--- src/rtl/axi_rd_arbiter.sv ---
// Two-master, one-slave AXI4 read-channel arbiter.
// Grants one read burst at a time (round-robin on contention), forwards the AR
// channel of the granted master to the slave, routes R beats back to it, and
// raises a sticky error on beat-count / rlast mismatches or stray R beats.
// Ports:
//   aclk, aresetn          clock, synchronous active-low reset
//   m0_*/m1_* AR inputs    read address channel from each master
//   m0_*/m1_* R outputs    read data channel back to each master
//   s_ar* / s_r*           shared slave read port
//   grant                  current/last granted master index
//   busy                   arbiter is holding a burst (not IDLE)
//   err                    sticky protocol error
module axi_rd_arbiter #(
  parameter int unsigned AW  = 32,
  parameter int unsigned DW  = 64,
  parameter int unsigned IDW = 4
) (
  input  logic           aclk,
  input  logic           aresetn,
  input  logic [AW-1:0]  m0_araddr,
  input  logic [IDW-1:0] m0_arid,
  input  logic [7:0]     m0_arlen,
  input  logic [2:0]     m0_arsize,
  input  logic [1:0]     m0_arburst,
  input  logic           m0_arvalid,
  output logic           m0_arready,
  output logic [IDW-1:0] m0_rid,
  output logic [DW-1:0]  m0_rdata,
  output logic [1:0]     m0_rresp,
  output logic           m0_rlast,
  output logic           m0_rvalid,
  input  logic           m0_rready,
  input  logic [AW-1:0]  m1_araddr,
  input  logic [IDW-1:0] m1_arid,
  input  logic [7:0]     m1_arlen,
  input  logic [2:0]     m1_arsize,
  input  logic [1:0]     m1_arburst,
  input  logic           m1_arvalid,
  output logic           m1_arready,
  output logic [IDW-1:0] m1_rid,
  output logic [DW-1:0]  m1_rdata,
  output logic [1:0]     m1_rresp,
  output logic           m1_rlast,
  output logic           m1_rvalid,
  input  logic           m1_rready,
  output logic [AW-1:0]  s_araddr,
  output logic [IDW-1:0] s_arid,
  output logic [7:0]     s_arlen,
  output logic [2:0]     s_arsize,
  output logic [1:0]     s_arburst,
  output logic           s_arvalid,
  input  logic           s_arready,
  input  logic [IDW-1:0] s_rid,
  input  logic [DW-1:0]  s_rdata,
  input  logic [1:0]     s_rresp,
  input  logic           s_rlast,
  input  logic           s_rvalid,
  output logic           s_rready,
  output logic           grant,
  output logic           busy,
  output logic           err
);

  typedef enum logic [1:0] {ST_IDLE, ST_ADDR, ST_DATA} state_t;

  state_t     r_state, w_state_nxt;
  logic       r_grant, w_grant_nxt;
  logic       r_last_grant, w_last_grant_nxt;
  logic       r_err, w_err_nxt;
  logic [7:0] r_beat_cnt, w_beat_cnt_nxt;
  logic [7:0] r_len, w_len_nxt;

  // State and bookkeeping registers
  always_ff @(posedge aclk) begin
    if (!aresetn) begin
      r_state      <= ST_IDLE;
      r_grant      <= 1'b0;
      r_last_grant <= 1'b1;
      r_err        <= 1'b0;
      r_beat_cnt   <= 8'd0;
      r_len        <= 8'd0;
    end else begin
      r_state      <= w_state_nxt;
      r_grant      <= w_grant_nxt;
      r_last_grant <= w_last_grant_nxt;
      r_err        <= w_err_nxt;
      r_beat_cnt   <= w_beat_cnt_nxt;
      r_len        <= w_len_nxt;
    end
  end

  // Next-state logic and channel routing
  always_comb begin
    w_state_nxt      = r_state;
    w_grant_nxt      = r_grant;
    w_last_grant_nxt = r_last_grant;
    w_err_nxt        = r_err;
    w_beat_cnt_nxt   = r_beat_cnt;
    w_len_nxt        = r_len;
    m0_arready = 1'b0;
    m1_arready = 1'b0;
    m0_rid     = '0;
    m0_rdata   = '0;
    m0_rresp   = 2'b00;
    m0_rlast   = 1'b0;
    m0_rvalid  = 1'b0;
    m1_rid     = '0;
    m1_rdata   = '0;
    m1_rresp   = 2'b00;
    m1_rlast   = 1'b0;
    m1_rvalid  = 1'b0;
    s_araddr   = '0;
    s_arid     = '0;
    s_arlen    = 8'd0;
    s_arsize   = 3'd0;
    s_arburst  = 2'd0;
    s_arvalid  = 1'b0;
    s_rready   = 1'b0;

    case (r_state)
      ST_IDLE: begin
        // Stray R beat with no burst outstanding: refused and flagged
        if (s_rvalid) w_err_nxt = 1'b1;
        if (m0_arvalid || m1_arvalid) begin
          w_grant_nxt = (m0_arvalid && m1_arvalid) ? ~r_last_grant : m1_arvalid;
          w_state_nxt = ST_ADDR;
        end
      end
      ST_ADDR: begin
        if (s_rvalid) w_err_nxt = 1'b1;
        if (r_grant) begin
          s_araddr   = m1_araddr;
          s_arid     = m1_arid;
          s_arlen    = m1_arlen;
          s_arsize   = m1_arsize;
          s_arburst  = m1_arburst;
          s_arvalid  = m1_arvalid;
          m1_arready = s_arready;
        end else begin
          s_araddr   = m0_araddr;
          s_arid     = m0_arid;
          s_arlen    = m0_arlen;
          s_arsize   = m0_arsize;
          s_arburst  = m0_arburst;
          s_arvalid  = m0_arvalid;
          m0_arready = s_arready;
        end
        if (s_arvalid && s_arready) begin
          w_len_nxt      = s_arlen;
          w_beat_cnt_nxt = 8'd0;
          w_state_nxt    = ST_DATA;
        end
      end
      ST_DATA: begin
        if (r_grant) begin
          m1_rid    = s_rid;
          m1_rdata  = s_rdata;
          m1_rresp  = s_rresp;
          m1_rlast  = s_rlast;
          m1_rvalid = s_rvalid;
          s_rready  = m1_rready;
        end else begin
          m0_rid    = s_rid;
          m0_rdata  = s_rdata;
          m0_rresp  = s_rresp;
          m0_rlast  = s_rlast;
          m0_rvalid = s_rvalid;
          s_rready  = m0_rready;
        end
        if (s_rvalid && s_rready) begin
          w_beat_cnt_nxt = r_beat_cnt + 8'd1;
          // rlast must coincide exactly with the arlen-th beat
          if (s_rlast != (r_beat_cnt == r_len)) w_err_nxt = 1'b1;
          if (s_rlast) begin
            w_last_grant_nxt = r_grant;
            w_state_nxt      = ST_IDLE;
          end
        end
      end
      default: w_state_nxt = ST_IDLE;
    endcase
  end

  assign grant = r_grant;
  assign busy  = (r_state != ST_IDLE);
  assign err   = r_err;

endmodule

--- config.mk ---
export PLATFORM = sky130hd
export DESIGN_NAME = axi_rd_arbiter
export DESIGN_NICKNAME = d
export VERILOG_FILES = /design/src/rtl/axi_rd_arbiter.sv
export SDC_FILE = /design/constraint.sdc
export NUM_CORES = 1
export LEC_CHECK = 0
export CORE_AREA = 2 2 147 149
export DETAILED_ROUTE_END_ITERATION = 8
export DIE_AREA = 0 0 149 151
export GPL_TIMING_DRIVEN = 0
export PLACE_DENSITY = 0.56
export SLEW_MARGIN = 20
export SYNTH_ARGS = -nofsm -noshare
export SYNTH_HDL_FRONTEND = slang
export SYNTH_SLANG_ARGS = --single-unit
--- constraint.sdc ---
create_clock -name aclk -period 2 [get_ports aclk]
set_clock_uncertainty 0.2 [all_clocks]
set_input_delay 0.2 -clock aclk [delete_from_list [all_inputs] [get_ports aclk]]
set_output_delay 0.2 -clock aclk [all_outputs]
set_load 0.005 [all_outputs]
# After elaboration in Yosys (flattened, before gate mapping)
# Cells that the tools add are included.
# W data, S select, Z words.
# word_totals
out_inout_bits,200
reg_bits,21
elab_cells,86
# classes
n_reduce_logical,15
eq_ne,10
bitwise,1
addsub,1
muxes,53
# op_table
operator,n
$mux W64,4
$mux W32,2
$mux W8,4
$mux W4,6
$mux W1,22
$mux W2,10
$pmux W8 S2,1
$ne A2 B2 Y1 const B,5
$add A8 B1 Y8 const B,1
$eq A8 B8 Y1,1
$reduce_and A4 Y1,2
$mux W3,2
$pmux W2 S3,1
$reduce_and A3 Y1,2
$reduce_bool A2 Y1,3
$reduce_and A2 Y1,2
$logic_and A1 B1 Y1,3
$eq A2 B1 Y1 const B,1
$eq A2 B2 Y1 const B,1
$logic_not A2 Y1,1
$ne A2 B1 Y1 const B,1
$pmux W1 S2,1
$reduce_or A2 Y1,1
$logic_or A1 B1 Y1,1
2 further kinds,2

# Longest topological paths before layout
# depth
word_depth,5
ltp_mapped,6
mapped_depth_nobuf,4

# Worst setup path after synthesis
# OpenSTA, ideal clock, no wires.
# synth_path
kind,register to output
from,"register r_grant, in the netlist grant"
to,output s_araddr[26]
arrival_ps,1260
path_slack_ps,340
stages_incl_launch_ff,6
cell_sequence,dfxtp_1 -> buf_4 -> buf_2 -> buf_2 -> mux2i_1 -> nor2_1
# synth_via
elab_chain_len,2
# synth_lines
item,line_no,text
"start, declared",67,"logic r_grant, w_grant_nxt;"
"start signal, assigned",84,r_grant <= w_grant_nxt;
$mux W32,131,if (r_grant) begin
$mux W32,120,case (r_state)
"end, declared",46,"output logic [AW-1:0] s_araddr,"
# Every way passes these cells.

# Final worst setup path
# layout_path
from,register r_state[0]
to,output m0_rdata[11]
# layout_via
elab_chain_len,2
# layout_lines
item,line_no,text
"start, declared",66,"state_t r_state, w_state_nxt;"
"start signal, assigned",83,r_state <= w_state_nxt;
$eq A2 B2 Y1,120,
$mux W64,120,
"end, declared",28,"output logic [DW-1:0] m0_rdata,"
# Every way passes these cells.

==> flow_metrics.tcl <==
set metrics [dict create \
    status "finished with violations" \
    violations "negative setup slack" \
    fmax_ghz 0.442 \
    r2r-end "r_last_grant" \
    start_util 0.135 \
    hold_viol 0 \
    start_kind "register" \
    io_buffer_count 374 \
    slew_headroom 0.653 \
    clock_sinks 21 \
    p_per_area_nw_per_um2 273 \
    synth_top_area_cell "mux2i_1" \
    wl_per_cell_microns 17.7 \
    critPathMaxFanout 10 \
    vias 4477 \
    drc 0 \
    synth_fp_nets 570 \
    timing.final.crit_share 1.13 \
    critical_path.startpoint "r_state[0]" \
    seq_area_frac_synth 0.150 \
    cts.hold.buffers_added 0 \
    via_per_inst 4.12 \
    yosysUniqueCellTypes 42 \
    endpoint "m0_rdata[11]" \
    ios 377 \
    diodes 0 \
    finalCriticalPeriod_ps 2260 \
    critPathKind "reg2out" \
    synth_seq_cells 21 \
    worstMarginPinSlew_ps 517 \
    drive_gt1_frac 0.271 \
    netlist_top_cells_count "and2_1 (76), and3_1 (74), nor2_1 (55), mux2i_1 (51), clkbuf_1 (22)" \
    ys_warn_count 0 \
    clock_latency_ps 260 \
    synth_area_sq_um 2810 \
    clock_path_buffers 2 \
    antenna_found_initial 0 \
    synth_most_common_cell "and2_1" \
    cp_data_arrival_time_ps 1860 \
    cellLeakagePower_uw 0.00410 \
    nets 990 \
    clock_tree.root_cell "clkbuf_16" \
    cts_buffers 3 \
    grt_pass1_vias 4346 \
    rr_worst_depth 9 \
    die_w_microns 149 \
    synthFlopType "dfxtp_1" \
    cp-end-kind "output pin" \
    num_rows 53 \
    synth_top_area_frac 0.182 \
    avgSynthCellArea_sq_um 7.16 \
    netlist_instances 392 \
    synth_edf_count 0 \
    coreArea_sq_um 20800 \
    grt_max_degree 14 \
    grt-ovfl-total 0 \
    die_area_sq_um 22500 \
    irDropWorstVdd_v 0.000205 \
    timing.rr.start "r_state[1]" \
    cap_violations 0 \
    dr.pass1.iters 4 \
    min_path_type "in2reg" \
    power.total_uw 2080 \
    synthTopCellsByArea "mux2i_1 (18%), and2_1 (17%), and3_1 (16%)" \
    synthArstFlopShare 0 \
    wirelength_mm 19.3 \
    die_h_microns 151 \
    htree_levels 1 \
    grt_pass1_wl_mm 25.8 \
    clk_pin_slew_ps 60 \
    dp_hpwl_mm 15.6 \
    cts_tree "done" \
    setup_viol 54 \
    critical_path_required_ps 1600 \
    fin_ws_ps -263 \
    rsz0062_at_grt "yes" \
    finalMaxSlewViolations 0 \
    ff2ff_setup_slack_ps 120 \
    place_congestion 0.785 \
    grt_use_total 0.149 \
    drtIter0Drc 121 \
    postRouteAntennaNets 0 \
    fin_util 0.366 \
    areaGrowthSynthToFinish_pct 171 \
]
-- layout make-up --
cell class,count,area (sq um)
Buffer,34,448
Clock buffer,3,75.1
Clock inverter,1,7.51
Fill cell,2215,13200
Inverter,3,11.3
Multi-Input combinational cell,330,2370
Sequential cell,21,432
Tap cell,275,344
Timing Repair Buffer,419,3940
-- cell usage in the layout, fill, tap and decap left out, drive strengths merged, types with 3 or more instances in the layout --
cell type / n
a21oi: 6
a22o: 8
and2: 76
and3: 74
buf: 91
clkbuf: 81
clkdlybuf4s15: 20
clkdlybuf4s50: 207
dfxtp: 21
dlygate4sd2: 22
dlymetal6s2s: 35
inv: 3
mux2i: 51
nand2: 6
nand3: 5
nand4: 6
nor2: 55
nor2b: 3
o21ai: 6
or3: 5
xor2: 8
-- worst min-delay path by stage --
stage | from | endpoint | slack (ps) | cells after the start
floorplan | m1_arvalid | grant | 190 | 2
global placement | r_last_grant | r_last_grant | 280 | 2
detailed placement | r_last_grant | r_last_grant | 280 | 2
CTS | aresetn | r_last_grant | 80 | 2
global route | aresetn | r_last_grant | 100 | 2
finish | aresetn | r_last_grant | 80 | 2
-- what timing repair did --
item                       CTS  global route
setup endpoints to repair  204           157
gates cloned                 4             4
gates resized for setup    344           244
setup buffers               15            23
pin swaps                    3            12
-- flip-flops by register name (all words and copies together), names as in the netlist --
register,flops
r_last_grant,1
grant,1
r_state,2
r_beat_cnt,8
r_len,8
err,1
-- cell families (layout without fill, tap and decap cells) --
group,after synthesis,in the layout,share of synthesized area
simple gates,238,238,0.479
mux,53,53,0.191
buf+inv,41,460,0.0660
compound gates,29,29,0.0816
flops,21,21,0.150
xor+xnor,9,9,0.0281
fa+ha+maj,1,1,0.00446
-- worst max-delay path, stage by stage, from the launching register on --
cell and delay, ps:
dfxtp_4 380, inv_2 70, nand2_2 80, nor2_4 130
buf_12 150, clkbuf_8 160, and2_4 150, clkdlybuf4s50_1 490
-- through the flow --
stage / setup TNS [ps] / hold slack [ps] / area [sq um] / setup WS (ps) / cells
after global placement: -125030 / 281 / 6900 / -929 / 1041
after CTS: -15400 / 80.1 / 7530 / -270 / 1064
after global routing: -12140 / 104 / 7620 / -331 / 1086
after floorplan: 0 / 188 / 2810 / 340 / 392
final: -7340 / 82.1 / 7620 / -263 / 1086
after detailed placement: -126640 / 282 / 6900 / -959 / 1041
-- power by group --
part	internal, uW	switching [uW]	total (uW)
Sequential	430	15.5	446
Combinational	749	456	1200
Clock	271	162	433
Total	1450	633	2080
-- layer usage --
metal | wire length [microns] | vias to the layer above | track usage
li1 | - | 2202 | -
met1 | 7570 | 2020 | 0.172
met2 | 9840 | 242 | 0.283
met3 | 1620 | 13 | 0.0346
met4 | 229 | 0 | 0.0224
met5 | 0 | - | 0
Note: power is estimated with default switching activity, not from simulation.
